**src/rtl/pipeline_stage_reg.sv**
```systemverilog
// Parametrised inter-stage pipeline register: DEPTH slots of {valid, payload}
// with stall/flush control and saturating stall/flush event counters.
module pipeline_stage_reg #(
    parameter int unsigned       DATA_W    = 64,
    parameter int unsigned       DEPTH     = 1,
    parameter logic [DATA_W-1:0] NOP_VALUE = '0,
    parameter int unsigned       CNT_W     = 16
) (
    input  logic              clk_i,
    input  logic              rst_i,
    input  logic              stall_i,
    input  logic              flush_i,
    input  logic              valid_i,
    input  logic [DATA_W-1:0] data_i,
    output logic              valid_o,
    output logic [DATA_W-1:0] data_o,
    output logic [2:0]        occupancy_o,
    output logic [CNT_W-1:0]  stall_cnt_o,
    output logic [CNT_W-1:0]  flush_cnt_o
);

    typedef struct packed {
        logic              v;
        logic [DATA_W-1:0] d;
    } slot_t;

    localparam slot_t BUBBLE = '{v: 1'b0, d: NOP_VALUE};

    generate
        if (DEPTH < 1 || DEPTH > 4) begin : g_bad_depth
            $error("pipeline_stage_reg: DEPTH must be in 1..4");
        end
    endgenerate

    slot_t            slot_q [DEPTH];
    slot_t            slot_n [DEPTH];
    logic [2:0]       occ_q, occ_n;
    logic [CNT_W-1:0] stall_cnt_q, stall_cnt_n;
    logic [CNT_W-1:0] flush_cnt_q, flush_cnt_n;

    // Next-state: flush beats stall, stall beats advance; invalid input becomes a bubble.
    always_comb begin
        slot_n      = slot_q;
        stall_cnt_n = stall_cnt_q;
        flush_cnt_n = flush_cnt_q;
        occ_n       = '0;

        if (flush_i) begin
            for (int unsigned k = 0; k < DEPTH; k++) begin
                slot_n[k] = BUBBLE;
            end
            if (flush_cnt_q != '1) begin
                flush_cnt_n = flush_cnt_q + CNT_W'(1);
            end
        end else if (stall_i) begin
            if (stall_cnt_q != '1) begin
                stall_cnt_n = stall_cnt_q + CNT_W'(1);
            end
        end else begin
            slot_n[0] = valid_i ? '{v: 1'b1, d: data_i} : BUBBLE;
            for (int unsigned k = 1; k < DEPTH; k++) begin
                slot_n[k] = slot_q[k-1];
            end
        end

        for (int unsigned k = 0; k < DEPTH; k++) begin
            occ_n = occ_n + 3'(slot_n[k].v);
        end
    end

    always_ff @(posedge clk_i) begin
        if (rst_i) begin
            for (int unsigned k = 0; k < DEPTH; k++) begin
                slot_q[k] <= BUBBLE;
            end
            occ_q       <= '0;
            stall_cnt_q <= '0;
            flush_cnt_q <= '0;
        end else begin
            slot_q      <= slot_n;
            occ_q       <= occ_n;
            stall_cnt_q <= stall_cnt_n;
            flush_cnt_q <= flush_cnt_n;
        end
    end

    assign valid_o     = slot_q[DEPTH-1].v;
    assign data_o      = slot_q[DEPTH-1].d;
    assign occupancy_o = occ_q;
    assign stall_cnt_o = stall_cnt_q;
    assign flush_cnt_o = flush_cnt_q;

`ifdef SIM
    always_ff @(posedge clk_i) begin
        if (!rst_i) begin
            assert (!$isunknown({stall_i, flush_i}))
            else $error("pipeline_stage_reg: X on stall_i/flush_i");
        end
    end
`endif

endmodule

```
**config.mk**
```make
export PLATFORM = sky130hd
export DESIGN_NAME = pipeline_stage_reg
export DESIGN_NICKNAME = d
export VERILOG_FILES = /design/src/rtl/pipeline_stage_reg.sv
export SDC_FILE = /design/constraint.sdc
export NUM_CORES = 1
export LEC_CHECK = 0
export ABC_AREA = 1
export CORE_MARGIN = 5
export CORE_UTILIZATION = 40
export CTS_CLUSTER_SIZE = 12
export DETAILED_ROUTE_END_ITERATION = 7
export PLACE_DENSITY = 0.75
export RECOVER_POWER = 100
export SLEW_MARGIN = 10
export SYNTH_ARGS = -nofsm -noshare
export SYNTH_HDL_FRONTEND = slang
export SYNTH_SLANG_ARGS = --single-unit
```
**constraint.sdc**
```tcl
create_clock -name clk_i -period 2.07 [get_ports clk_i]
set_clock_uncertainty 0.2 [all_clocks]
set_input_delay 0.414 -clock clk_i [delete_from_list [all_inputs] [get_ports clk_i]]
set_output_delay 0.414 -clock clk_i [all_outputs]
set_load 0.02 [all_outputs]
```
== Yosys cells after proc, flatten, opt, wreduce, memory -nomap -nowiden ==
Cells that the tools add are included.

* $add $sub $neg: 2
* $mul: 0
* Divide/modulo/power cells: 0
* $lt $le $gt $ge: 0
* Equality and inequality tests: 2
* Shifts and indexed selects: 0
* Muxes and demuxes: 3
* Bitwise gates (word level): 1
* Reductions and logical operators: 3

{| class="wikitable"
|+ Operators by type and width
! cell !! count
|-
| 65-bit 2-to-1 mux || 3
|-
| 16-bit by 1-bit adder with 16-bit output, second input constant || 2
|-
| 16-bit inequality test, second input constant || 2
|-
| 3-bit AND reduction || 1
|-
| 2-bit AND reduction || 1
|-
| 2-bit OR reduction || 1
|-
| 1-bit inverter || 1
|}

* Register bits after elaboration: 99
* Bits in latches: 0
* Bits in writable memories: 0
* Memory bits (read-only): 0
* Input bits: 69
* Output and inout port bits: 100
* Memories: 0

== Logic depth before layout (Yosys ltp) ==
* Word-level depth: 3
* Depth in mapped cells: 10
* Mapped depth without buffers: 9

== Worst setup path before layout ==
Ideal clock, no wire load.

* Kind: register to register
* From: reg stall_cnt_q[1], in the netlist stall_cnt_o[1]
* To: reg stall_cnt_q[15], in the netlist stall_cnt_o[15]
* Arrival time: 1436 ps
* Required time: 1755 ps
* Setup slack: 319 ps
* Stages on the path, launching flop included: 8
* Clock period less this slack: 1751 ps
* Cells stage by stage: dfxtp_1 ha_1 nand2_1 nor2_2 nand4_4 buf_2 a21oi_1 nor2_1

* Word-level cells in the longest chain between the ends: 2
* Elaborated cells between the ends (all ways): 3
* Those cells by class: add/sub: 1; eq/ne: 1; reduce/logical: 1

{| class="wikitable"
|+ Ends and longest elaborated chain
! item !! line !! text
|-
| start: declaration || 38 || <nowiki>logic [CNT_W-1:0] stall_cnt_q, stall_cnt_n;</nowiki>
|-
| start signal: assignment || 82 || <nowiki>stall_cnt_q <= stall_cnt_n;</nowiki>
|-
| branches (longest 2 deep; another with 16-bit by 1-bit adder with 16-bit output) || -- ||
|}

Several ways; the timed one is not identified.
A chain may end at the register's enable or synchronous reset.

== Worst setup path in the final report ==
* From: reg stall_cnt_q[4], in the netlist stall_cnt_o[4]
* To: out stall_cnt_o[4]

{| class="wikitable"
|+ RTL lines
! item !! line !! text
|-
| end: declaration || 18 || <nowiki>output logic [CNT_W-1:0] stall_cnt_o,</nowiki>
|}

No word-level cell between the ends.

==> results_dict.tcl <==
set metrics [dict create \
    total_power_w 0.00343 \
    maxCapViolations 0 \
    crit_slowest_cell "clkdlybuf4s50_1" \
    cp.required_ps 1460 \
    cts_tree "done" \
    worst_ir_drop_vdd_mv 0.355 \
    synth_area_sq_mm 0.00414 \
    worst-setup-path-type "reg2out" \
    synth_warnings 0 \
    grt_pass1_wl_um 19600 \
    path_delay_family "buffers and inverters" \
    hp-class "in2reg" \
    fmax_mhz 499 \
    crit_fanout 5 \
    grt_setup_unrepaired "false" \
    track_usage_pct 18.9 \
    coreArea_sq_mm 0.0102 \
    setup_tns_ps 0 \
    rows 37 \
    slew_headroom_pct 50.9 \
    grt_pass1_vias 4141 \
    antenna_left 0 \
    n_fill_cell 989 \
    place_congestion 0.925 \
    syn_inst 588 \
    grt_overflow 0 \
    start_util_pct 40.5 \
    setup-violations-final 0 \
    cts.sinks 97 \
    worstMarginPinSlew_ps 736 \
    path_clk_slew_ps 90 \
    dp_hpwl_um 8950 \
    hold_viol 0 \
    port_buffers 166 \
    ys_ff_latch 97 \
    syn_to_final_growth_pct 43.8 \
    fin_crit_ps 2010 \
    leakage_nw 2.18 \
    whs_ps 250 \
    yosysUniqueCellTypes 27 \
    grt_max_degree 66 \
    drt_iter0_drc 159 \
    wl_per_cell_um 13.6 \
    vias 4339 \
    start_kind "flop" \
    die_area_sq_mm 0.0125 \
    p_per_area_mw_per_mm2 576 \
    cp-end-kind "output port" \
    synth-seq-area-share_pct 46.9 \
    slew_viol_final 0 \
    post-route-drc-count 0 \
    outcome "complete, no violations" \
    slowest_delay_ps 640 \
    clk_path_buf_depth 2 \
    post_cts_buffers 0 \
    layout.nets 817 \
    synth_area_per_cell_sq_um 7.04 \
    fin_crit_sh_pct 96.9 \
    antenna_found_initial 0 \
    htreeDepth 3 \
    critPathArrivalTime_ps 1390 \
    insertion_delay_ps 370 \
    wl_um 12100 \
    place_ws_ps 30.5 \
    die_y_um 112 \
    dieWidth_um 112 \
    io_pins 169 \
    cts_inserted_buffers 9 \
    worst-path-buf-inv 1 \
    root_buffer "clkbuf_8" \
    crit_path_cell_trace "clkdlybuf4s50_1" \
    drive_gt1_share_pct 7.06 \
    fin_ws_ps 64.5 \
    detail_route.vias_per_cell 4.89 \
    n_antenna_cell 0 \
    dr.pass1.iters 4 \
]
[path summary, 6_finish.rpt]
check	slack [ps]	cells past startpoint	to	startpoint
worst max register to register	170	8	flush_cnt_o[2]	flush_cnt_o[0]
worst min register to register	270	2	data_o[53]	data_o[53]
worst max-delay path	60	1	stall_cnt_o[4]	stall_cnt_o[4]
worst min-delay path	250	3	data_o[52]	stall_i
[metrics by stage]
stage / util, % / instances / area [sq um]
final: 58.2 / 887 / 5950
after global routing: 58.2 / 887 / 5950
after CTS: 59.3 / 887 / 6070
after detailed placement: 57.8 / 871 / 5920
after global placement: 57.8 / 871 / 5920
after floorplan: - / 589 / 4140
[sequential cells by signal (all words and copies together) (netlist names)]
signal       cells
data_o          64
flush_cnt_o     16
stall_cnt_o     16
occupancy_o      1
[placed cells by master (no fill, tap or decap), types with 2 or more instances in the layout]
cell	synthesis	layout
nor2_2	10	8
o21ai_1	3	2
clkbuf_8	0	9
clkbuf_1	12	16
nor2_1	72	74
nand2_1	206	205
inv_6	0	2
dfxtp_1	97	97
o21ai_0	1	2
nand4_1	4	4
dlygate4sd2_1	0	13
inv_2	7	6
buf_4	3	6
nand2_2	5	7
clkinv_2	0	3
inv_1	22	23
nand3b_1	7	7
a21oi_1	84	84
nand3_1	27	27
ha_1	2	2
nor3_1	2	2
conb_1	1	2
clkdlybuf4s50_1	0	129
nor2_4	4	4
dlygate4sd3_1	0	8
[metal layers]
layer / track usage, % / routed length [um]
met1: 21.4 / 4920
met2: 31.1 / 5650
met5: 0 / 0
met3: 7.99 / 1240
met4: 8.35 / 283
[final cells by class]
type / count / area (sq um) / share of cell area (%)
Clock buffer: 10 / 128 / 2.14
Clock inverter: 6 / 41.3 / 0.694
Inverter: 29 / 109 / 1.83
Multi-Input combinational cell: 435 / 1940 / 32.6
Sequential cell: 97 / 1940 / 32.6
Tap cell: 136 / 170 / 2.86
Timing Repair Buffer: 174 / 1620 / 27.2
[tightest hold or removal path: stages]
cell,delay [ps]
buf_2,210
nand2_1,90
a21oi_1,50
[kinds of logic (layout without fill, tap and decap cells)]
logic type | count (synthesis) | after routing | synth area share (%)
flops | 97 | 97 | 46.9
other cells | 1 | 2 | 0.0906
buf+inv | 57 | 219 | 6.07
compound gates | 89 | 89 | 10.8
fa+ha+maj | 2 | 2 | 0.604
simple gates | 342 | 342 | 35.5
[repair_timing]
action | in CTS | in global routing
hold buffers | 0 | 0
endpoints found under the setup margin | 13 | 15
resized for setup | 13 | 15
[power breakdown]
group	total [W]	switching (W)	leakage, nW	internal [W]
Clock	0.00111	0.000668	0.0908	0.000442
Combinational	0.000398	0.000194	1.30	0.000204
Sequential	0.00192	0.0000214	0.785	0.00190
[cells in the mapped netlist (all sizes together)]
cell type	number	area [sq um]
inv	29	109
nor3b	2	20.0
conb	1	3.75
a21oi	84	420
dfxtp	97	1940
ha	2	25.0
nand3b	7	52.6
o21ai	5	28.8
buf	16	97.6
nand2	213	827
nand3	27	135
nor3	2	10.0
clkbuf	12	45.0
nor2	86	378
nand4	5	46.3
No activity file was read; power rests on OpenSTA's default activity.
